File: config.mk
export PLATFORM = sky130hd
export DESIGN_NAME = data_mem_bridge
export DESIGN_NICKNAME = d
export VERILOG_FILES = /design/src/rtl/data_mem_bridge.sv
export SDC_FILE = /design/constraint.sdc
export NUM_CORES = 1
export LEC_CHECK = 0
export CORE_MARGIN = 1.5
export CORE_UTILIZATION = 49
export DETAILED_ROUTE_END_ITERATION = 6
export PLACE_DENSITY = 0.86
export SYNTH_ARGS = -nofsm -noshare
export SYNTH_HDL_FRONTEND = slang
export SYNTH_SLANG_ARGS = --single-unit
export TNS_END_PERCENT = 100
File: constraint.sdc
create_clock -name clock -period 4.7 [get_ports clock]
set_input_delay 1.41 -clock clock [delete_from_list [all_inputs] [get_ports clock]]
set_output_delay 1.41 -clock clock [all_outputs]
set_load 0.02 [all_outputs]
File: src/rtl/data_mem_bridge.sv
// MEM-stage load/store to word-aligned req/gnt/rvalid bus bridge with lane steering and load formatting.
// Latency: 1 cycle misaligned, 3+ cycles aligned (busy stalls the pipeline); waits on bus_gnt, aborts WAIT after TIMEOUT_CYCLES.
module data_mem_bridge #(
  parameter int unsigned TIMEOUT_CYCLES = 255
) (
  input  logic        clock,
  input  logic        reset,
  input  logic [31:0] address,
  input  logic [31:0] write_data,
  input  logic        read_enable,
  input  logic        write_enable,
  input  logic [2:0]  format,
  output logic [31:0] read_data,
  output logic        busy,
  output logic        misaligned,
  output logic        bus_error,
  output logic        bus_req,
  output logic [31:0] bus_addr,
  output logic        bus_we,
  output logic [3:0]  bus_be,
  output logic [31:0] bus_wdata,
  input  logic        bus_gnt,
  input  logic        bus_rvalid,
  input  logic [31:0] bus_rdata
);

  typedef enum logic [1:0] {ST_IDLE, ST_REQ, ST_WAIT, ST_DONE} state_t;

  localparam logic [15:0] CNT_LAST = 16'(TIMEOUT_CYCLES - 1);

  state_t      state_q, state_d;
  logic [15:0] cnt_q, cnt_d;
  logic [31:0] addr_q, addr_d;
  logic        we_q, we_d;
  logic [3:0]  be_q, be_d;
  logic [31:0] wdata_q, wdata_d;
  logic [31:0] rdata_q, rdata_d;
  logic        mis_q, mis_d;
  logic        err_q, err_d;
  logic [2:0]  fmt_q, fmt_d;
  logic [1:0]  off_q, off_d;

  logic        access;
  logic        is_byte, is_half, mis_in;
  logic [3:0]  be_in;
  logic [31:0] wdata_in;
  logic [7:0]  ld_byte;
  logic [15:0] ld_half;
  logic [31:0] ld_fmt;

  // Request decode straight from the MEM-stage inputs; 011/110/111 fall into the word case.
  always_comb begin
    access  = read_enable | write_enable;
    is_byte = (format[1:0] == 2'b00);
    is_half = (format[1:0] == 2'b01);
    mis_in  = (is_half & address[0]) | (~is_byte & ~is_half & (address[1:0] != 2'b00));
    if (is_byte) begin
      be_in    = 4'b0001 << address[1:0];
      wdata_in = {4{write_data[7:0]}};
    end else if (is_half) begin
      be_in    = address[1] ? 4'b1100 : 4'b0011;
      wdata_in = {2{write_data[15:0]}};
    end else begin
      be_in    = 4'b1111;
      wdata_in = write_data;
    end
  end

  // Load lane extraction uses the offset/format captured at request time.
  always_comb begin
    case (off_q)
      2'd0:    ld_byte = bus_rdata[7:0];
      2'd1:    ld_byte = bus_rdata[15:8];
      2'd2:    ld_byte = bus_rdata[23:16];
      default: ld_byte = bus_rdata[31:24];
    endcase
    ld_half = off_q[1] ? bus_rdata[31:16] : bus_rdata[15:0];
    case (fmt_q[1:0])
      2'b00:   ld_fmt = {{24{~fmt_q[2] & ld_byte[7]}}, ld_byte};
      2'b01:   ld_fmt = {{16{~fmt_q[2] & ld_half[15]}}, ld_half};
      default: ld_fmt = bus_rdata;
    endcase
  end

  always_ff @(posedge clock) begin
    if (!reset) begin
      state_q <= ST_IDLE;
      cnt_q   <= '0;
      addr_q  <= '0;
      we_q    <= 1'b0;
      be_q    <= '0;
      wdata_q <= '0;
      rdata_q <= '0;
      mis_q   <= 1'b0;
      err_q   <= 1'b0;
      fmt_q   <= '0;
      off_q   <= '0;
    end else begin
      state_q <= state_d;
      cnt_q   <= cnt_d;
      addr_q  <= addr_d;
      we_q    <= we_d;
      be_q    <= be_d;
      wdata_q <= wdata_d;
      rdata_q <= rdata_d;
      mis_q   <= mis_d;
      err_q   <= err_d;
      fmt_q   <= fmt_d;
      off_q   <= off_d;
    end
  end

  always_comb begin
    state_d = state_q;
    case (state_q)
      ST_IDLE: if (access) state_d = mis_in ? ST_DONE : ST_REQ;
      ST_REQ:  if (bus_gnt) state_d = ST_WAIT;
      ST_WAIT: if (bus_rvalid || (cnt_q == CNT_LAST)) state_d = ST_DONE;
      default: state_d = ST_IDLE;
    endcase
  end

  always_comb begin
    busy    = 1'b0;
    bus_req = 1'b0;
    cnt_d   = cnt_q;
    addr_d  = addr_q;
    we_d    = we_q;
    be_d    = be_q;
    wdata_d = wdata_q;
    rdata_d = rdata_q;
    mis_d   = mis_q;
    err_d   = err_q;
    fmt_d   = fmt_q;
    off_d   = off_q;
    case (state_q)
      ST_IDLE: begin
        busy = access;
        if (access) begin
          if (mis_in) begin
            mis_d   = 1'b1;
            rdata_d = '0;
          end else begin
            addr_d  = {address[31:2], 2'b00};
            we_d    = write_enable;
            be_d    = be_in;
            wdata_d = wdata_in;
            fmt_d   = format;
            off_d   = address[1:0];
          end
        end
      end
      ST_REQ: begin
        busy    = 1'b1;
        bus_req = 1'b1;
        if (bus_gnt) cnt_d = '0;
      end
      ST_WAIT: begin
        busy = 1'b1;
        // rvalid doubles as the write ack, so stores capture zero.
        if (bus_rvalid) begin
          rdata_d = we_q ? 32'd0 : ld_fmt;
        end else if (cnt_q == CNT_LAST) begin
          err_d   = 1'b1;
          rdata_d = '0;
        end else begin
          cnt_d = cnt_q + 16'd1;
        end
      end
      default: begin
        mis_d = 1'b0;
        err_d = 1'b0;
      end
    endcase
  end

  assign read_data  = rdata_q;
  assign misaligned = mis_q;
  assign bus_error  = err_q;
  assign bus_addr   = addr_q;
  assign bus_we     = we_q;
  assign bus_be     = be_q;
  assign bus_wdata  = wdata_q;

endmodule

; ---- Word level (Yosys, flattened, before mapping)
; Cells that the tools add are included.
[totals]
regBits = 124
inputBits = 105
output_inout_bits = 105
elab_cells = 88
[classes]
add_sub_neg = 1
eq_ne = 15
n_shift = 1
mux = 31
bitwise_logic = 13
n_reduce_logical = 16
[op_table]
columns = operator, n
row1 = $mux 32, 7
row2 = $pmux 32 s2, 2
row3 = $mux 16, 4
row4 = $pmux 16 s2, 1
row5 = $pmux 8 s3, 1
row6 = $add 16x1->16 const B, 1
row7 = $eq 16x8->1 const B, 1
row8 = $ne 2x2->1 const B, 7
row9 = $mux 4, 3
row10 = $reduce_and 3->1, 4
row11 = $eq 2x1->1 const B, 4
row12 = $logic_not 2->1, 4
row13 = $mux 2, 4
row14 = $reduce_and 4->1, 2
row15 = $not 1->1, 6
row16 = $pmux 1 s2, 3
row17 = $pmux 2 s3, 1
row18 = $reduce_bool 2->1, 3
row19 = $and 1x1->1, 5
row20 = $mux 1, 5
row21 = $eq 2x2->1 const B, 2
row22 = $reduce_or 2->1, 2
row23 = $shl 1x2->4 const A, 1
row24 = $ne 3x3->1 const B, 1
row25 = other kinds (2), 3

; ---- Logic depth before layout (Yosys ltp)
; Gate-level depths: netlist of the first run.
[depth]
ltp_word = 8
ltp_mapped = 10
depth_no_buf = 7

; ---- Least setup slack after synthesis of the first run
; Ideal clock, no wire load.
[synth_timing]
path_kind = input-to-output
startpoint = input write_enable
endpoint = output busy
arrival_ps = 1939
required_ps = 3290
path_slack_ps = 1351
cell_stages = 4
n_path_buf = 0
cell_sequence = nor2_1 > inv_1 > a21oi_1 > nor2_1
[synth_between]
elab_chain_cells = 2
[synth_lines]
columns = item, line_no
row1 = start: declaration, 11  ; input logic write_enable,
row2 = $or 1x1->1, 53  ; access = read_enable | write_enable;
row3 = $pmux 1 s2, 136  ; case (state_q)
row4 = end: declaration, 14  ; output logic busy,
; Every way passes these cells.

; ---- Final worst setup path of the first run
[layout_timing]
startpoint = input read_enable
endpoint = output busy
[layout_between]
elab_chain_cells = 2
[layout_lines]
columns = item, line_no
row1 = start: declaration, 10  ; input logic read_enable,
row2 = $or 1x1->1, 53
row3 = $pmux 1 s2, 136
; Every way passes these cells.

==> results of run 1 <==
[synthesized netlist by cell type (11+ instances only)]
cell / n
nand2_1: 160
dfxtp_1: 124
a21boi_0: 52
o21ai_0: 46
clkbuf_1: 41
nor2_1: 40
nand3_1: 23
a21oi_1: 21
mux2i_1: 20
o211a_1: 19
o2bb2ai_2: 14
nand2b_1: 12
inv_1: 11
[layout make-up]
type                       count  area share, %
clock buffer                  23           5.48
clock inverter                 8           1.64
inverter                      11          0.484
multi-input combinational    508           36.4
sequential                   124           29.1
tap                          143           2.10
timing repair buffer         213           24.9
[state kept, by name, summed over array words and instances (netlist names)]
signal,count
bus_we,1
fmt_q,3
bus_error,1
cnt_q,16
bus_addr,30
misaligned,1
read_data,32
bus_wdata,32
bus_be,4
off_q,2
state_q,2
[where the power goes]
part           internal [mW]  switching, mW
Combinational          0.503          0.670
Clock                  0.908          0.458
Sequential              1.19          0.102
Total                   2.60           1.23
[logic make-up (layout without fill, tap and decap cells)]
kind of cell	count (synthesis)	after routing	share of synthesized area, %
compound gates	199	199	25.9
buf+inv	64	255	4.89
xor+xnor	9	9	1.35
fa+ha+maj	6	6	1.28
other cells	1	2	0.0640
simple gates	269	269	20.2
mux	23	23	3.99
flops	124	124	42.4
[metal layers]
metal,track usage (%),vias up,wire length (um)
met3,11.3,38,1520
met1,30.7,2786,6850
li1,-,2801,-
met4,12.6,0,456
met2,49.2,252,8870
met5,0,-,0
[worst max-delay path, stage by stage]
cell and delay, ns:
clkdlybuf4s50_1 0.46, nor2_1 0.35, inv_1 0.12, a21oi_1 0.16, nor2_1 0.06, clkdlybuf4s50_1 0.53
[how the worst min path moves through the flow]
stage	endpoint	from	cells past startpoint	slack, ns
after global placement	read_data[19]	read_data[19]	1	0.44
after global routing	read_data[31]	read_data[31]	1	0.48
after floorplan	cnt_q[7]	cnt_q[7]	2	0.45
final	bus_addr[6]	bus_addr[6]	2	0.46
after CTS	read_data[31]	read_data[31]	1	0.47
after detailed placement	read_data[8]	read_data[8]	1	0.45
[through the flow]
step / power, mW / instances / utilization, %
after floorplan: 1.99 / 696 / -
after global placement: 2.43 / 999 / 68.9
after detailed placement: 2.47 / 999 / 68.9
after CTS: 3.84 / 1030 / 74.2
after global routing: 4.00 / 1030 / 74.2
final: 3.83 / 1030 / 74.2
==> impl_results.md, run 1 <==
- Worst setup EP type: output port
- Die W: 112 um
- Max Cap Viol: 0
- Pin count of the biggest net entering global routing: 93
- Final worst setup slack: 0.191 ns
- Fraction of layout cells with a size suffix above 1: 6.31%
- Count of state elements after synthesis: 124
- Num rows: 39
- Power Density: 449 nW/um^2
- CP Data Required Time: 3.29 ns
- Total routed wirelength: 17.7 mm
- Multi-input gate area: 3100 sq um
- RR Endpoint: read_data[18]
- Asr flop ratio synth: 0%
- # hold bufs at CTS: 0
- First-pass GRT wire length: 28.6 mm
- Actual slew at the worst max-slew pin: 1.08 ns
- Worst r2r path cells: 6
- Top cells by area, synth: dfxtp_1 (42%), nand2_1 (10%), a21boi_0 (6.7%)
- Worst vdd ir: 0.331 mV
- Clock tree buffer depth: 2
- Setup crit end: busy
- Post-DR wirelength/cell: 17.2 um
- Slew Viols, Final: 0
- Vias in the first global route: 5957
- Clk root buf: clkbuf_16
- Clock Pin Slew Worst Setup and Hold Paths: 0.05 ns
- Register area: 2480 sq um
- Most frequent cells in the layout: clkdlybuf4s50_1 (206), nand2_1 (159), dfxtp_1 (124)
- Worst slack at placement: 0.193 ns
- Kind of critical path: input port to output port
- Total grt overflow: 0
- Worst skew pair latency: 0.42 ns
- Area leader, netlist: dfxtp_1
- Resized Gates After CTS: 0
- Initial Utilization: 50.9%
- CORE AREA: 11500 sq um
- Setup crit start kind: input port
- Fin Clk Skew: 0.00787 ns
- Commonest non-fill, non-tap cell in the layout: clkdlybuf4s50_1
- R2R Path Start: state_q[0]
- Ys flop type: dfxtp_1
- Area Overhead vs Synth: 45.7%
- Top cell type's share of synthesized area: 42.4%
- Fmax: 222 MHz
- HPWL after DPL: 12.1 mm
- Num CTS Buffers: 17
- Post-synth EDFFs: 0
- Pleak: 3.29 nW
- Post-synthesis sequential area ratio: 42.4%
- N_diodes: 0
- Slew margin rel.: 28.0%
- CTS tree: done
- RSZ-0062 raised after global routing: false
- Final Hold Fails: 0
- Peak fanout along the critical path: 5
- Placed instance area: 7930 sq um
- Die Ht: 112 um
- Yosys cell types: 56
- Initial DRC count: 360
- Final setup violation count: 0
- Num Clock Sinks: 124
- Min cycle time layout: 4.51 ns
- RePlAce Congestion: 0.874
- Initial antenna violation count: 0
- PortBufs: 207
- Cell area after layout: 8540 sq um
- Post CTS Setup Buffer Count: 0
- Via count: 5877
- Net count reported at finish: 986
- Fillcell total: 812
- Min-Delay Path Class: flop to flop
- Residual DRC count: 0
- Outcome: complete, no violations
- Post-Syn Instances: 695
- Critical path origin: read_enable
- Final critical-path share of the clock period: 95.9%
- Worst Path Arrival: 3.10 ns
- Mapped Area: 5860 sq um
- Vias per inst: 5.71
- Routed Antenna Nets: 0
- R2r setup slk: 1.98 ns
- Setup TNS: 0 ns
- Full die area: 12600 sq um
- First-pass iteration count of the detailed router: 7
- Synth warn: 0
- Worst hold slack: 0.464 ns
- Mean Syn Cell Area: 8.43 sq um
- H-tree depth: 4
- Top Ports: 210
- GRT Overall Usage: 28.4%
(Power assumes the default switching activity.)
==> inputs of run 2 (changes only) <==
--- a/config.mk
+++ b/config.mk
@@ -5,10 +5,9 @@
 export SDC_FILE = /design/constraint.sdc
 export NUM_CORES = 1
 export LEC_CHECK = 0
-export CORE_MARGIN = 1.5
-export CORE_UTILIZATION = 49
+export CORE_UTILIZATION = 45
 export DETAILED_ROUTE_END_ITERATION = 6
-export PLACE_DENSITY = 0.86
+export PLACE_DENSITY = 0.8
 export SYNTH_ARGS = -nofsm -noshare
 export SYNTH_HDL_FRONTEND = slang
 export SYNTH_SLANG_ARGS = --single-unit
==> constraint.sdc (replaced) <==
create_clock -name clock -period 5.12 [get_ports clock]
set_input_delay 1.536 -clock clock [delete_from_list [all_inputs] [get_ports clock]]
set_output_delay 1.536 -clock clock [all_outputs]
set_load 0.02 [all_outputs]
==> impl_results.md, run 2 (same netlist as run 1, synthesis figures left out) <==
- Outcome: complete, no violations
- Pin count of the biggest net entering global routing: 93 (unchanged)
- Setup crit start kind: input port
- Met3 Usage GRT: 10.0% (-1.3 points)
- Slew Viols, Final: 0 (unchanged)
- Placed Cells: 1028 (+2.9%)
- Fin Clk Skew: 0.00913 ns (+0.00126 ns)
- Top Ports: 210 (unchanged)
- Worst slack at placement: 0.506 ns (+0.312 ns)
- Actual slew at the worst max-slew pin: 1.28 ns (+0.202 ns)
- Net count reported at finish: 986 (unchanged)
- Die W: 116 um (+3.3%)
- Final setup violation count: 0 (unchanged)
- Num Clock Sinks: 124 (unchanged)
- Fraction of layout cells with a size suffix above 1: 6.76% (+0.45 points)
- Total routed wirelength: 17.2 mm (-2.7%)
- Most frequent cells in the layout: clkdlybuf4s50_1 (206), nand2_1 (159), dfxtp_1 (124)
- Min-Delay Path Class: flop to flop
- Clk root buf: clkbuf_16
- Total grt overflow: 0 (unchanged)
- CTS tree: done
- Final Hold Fails: 0 (unchanged)
- Min cycle time layout: 4.64 ns
- Area Overhead vs Synth: 45.7% (unchanged)
- First-pass GRT wire length: 27.3 mm (-4.3%)
- Initial antenna violation count: 0 (unchanged)
- Resized Gates After CTS: 0 (unchanged)
- Fmax: 216 MHz
- Clock tree buffer depth: 2 (unchanged)
- Finished Core Util: 67.4% (-6.8 points)
- Fillcell total: 1021 (+26%)
- Net Sw Frac: 33.4% (+1.3 points)
- HPWL after DPL: 11.9 mm (-1.3%)
- Worst skew pair latency: 0.42 ns (about the same)
- Setup TNS: 0 ns (unchanged)
- RePlAce Congestion: 0.868 (-0.70%)
- Top delay family on crit path: buffers and inverters
- Num rows: 41 (+5.1%)
- Non-filler cells, final: 1059 (+2.8%)
- Worst vdd ir: 0.224 mV (-32%)
- Critical path buffers and inverters: 3 (unchanged)
- CP Data Required Time: 3.58 ns (+0.29 ns)
- CP cell instances: clkdlybuf4s50_1 > nor2_1 > inv_1 > a21oi_1 > nor2_1 > clkdlybuf4s50_1
- PortBufs: 207 (unchanged)
- Worst setup EP type: output port
- Pleak: 3.26 nW (-0.96%)
- H-tree depth: 4 (unchanged)
- First-pass iteration count of the detailed router: 5 (-2)
- Via count: 5777 (-1.7%)
- Post CTS Setup Buffer Count: 0 (unchanged)
- Total power: 3.40 mW (-11%)
- Routed Antenna Nets: 0 (unchanged)
- RSZ-0062 raised after global routing: false
- Max Cap Viol: 0 (unchanged)
- GR Layer Usage met1: 28.1% (-2.5 points)
- Commonest non-fill, non-tap cell in the layout: clkdlybuf4s50_1
- N_diodes: 0 (unchanged)
- Placed instance area: 7970 sq um (+0.46%)
- Vias per inst: 5.46 (-4.4%)
- GRT busiest layer: met2
- CP peak stage delay: 0.54 ns (about the same)
- GRT Overall Usage: 26.1% (-2.3 points)
- Comb power frac: 31.5% (+0.9 points)
- Cell with the largest stage delay on the worst path: clkdlybuf4s50_1
- Kind of critical path: input port to output port
- Initial DRC count: 412 (+14%)
- Num CTS Buffers: 17 (unchanged)
- Die Ht: 116 um (+3.3%)
- Clock Pin Slew Worst Setup and Hold Paths: 0.06 ns (about the same)
- Final worst setup slack: 0.484 ns (+0.293 ns)
- Worst hold slack: 0.463 ns (-0.000868 ns)
- Residual DRC count: 0 (unchanged)
- Cell area after layout: 8540 sq um (unchanged)
- # hold bufs at CTS: 0 (unchanged)
- GRT met2 Usage: 45.8% (-3.3 points)
- Peak fanout along the critical path: 2 (-3)
- Worst Path Arrival: 3.10 ns (about the same)
- Post-DR wirelength/cell: 16.3 um (-5.4%)
- Seq pwr share: 34.9% (+1.2 points)
- Vias in the first global route: 5691 (-4.5%)
- Initial Utilization: 46.2% (-4.6 points)
- Power Density: 399 nW/um^2 (-11%)
- Clock power share: 33.7% (-1.9 points)
- Full die area: 13500 sq um (+6.8%)
- Internal Power: 2.27 mW (-13%)
- Final critical-path share of the clock period: 90.5%
- Psw: 1.14 mW (-7.5%)
- CORE AREA: 12700 sq um (+10%)
- Slew margin rel.: 13.6% (-14 points)
[run 2: worst reg2reg max path, stage by stage, from the launching register on]
cell       delay (ns)
dfxtp_1          0.35
inv_1            0.10
ha_1             0.47
and4b_1          0.49
and3_1           0.41
nand2_1          0.51
o2bb2ai_1        0.32
[run 2: worst paths after layout]
check,cells past startpoint,slack (ns),to,start
setup / recovery,6,0.48,busy,write_enable
hold / removal,1,0.46,read_data[19],read_data[19]
setup reg to reg,6,2.40,read_data[16],state_q[0]
hold reg to reg,1,0.46,read_data[19],read_data[19]
[run 2: routing by layer]
metal / part of all wire, % / routed length (um) / up-vias
met5: 0 / 0 / -
met4: 2.4 / 410 / 0
met3: 8.0 / 1370 / 33
met2: 50 / 8650 / 217
met1: 39 / 6800 / 2729
li1: - / - / 2798
[run 2: area by class of cell]
type | instances | area, sq um | area share (%)
inverter | 11 | 41.3 | 0.484
clock buffer | 21 | 480 | 5.63
multi-input combinational | 508 | 3100 | 36.4
clock inverter | 10 | 91.3 | 1.07
timing repair buffer | 213 | 2120 | 24.9
sequential | 124 | 2480 | 29.1
tap | 172 | 215 | 2.52
[run 2: power groups by stage]
stage | sequential (mW) | combinational, mW | clock [mW]
2_1_floorplan | 1.32 | 0.506 | 0
3_3_place_gp | 1.19 | 1.04 | 0
3_5_place_dp | 1.20 | 1.07 | 0
4_1_cts | 1.19 | 1.07 | 1.17
5_1_grt | 1.20 | 1.15 | 1.21
6_report | 1.19 | 1.07 | 1.15
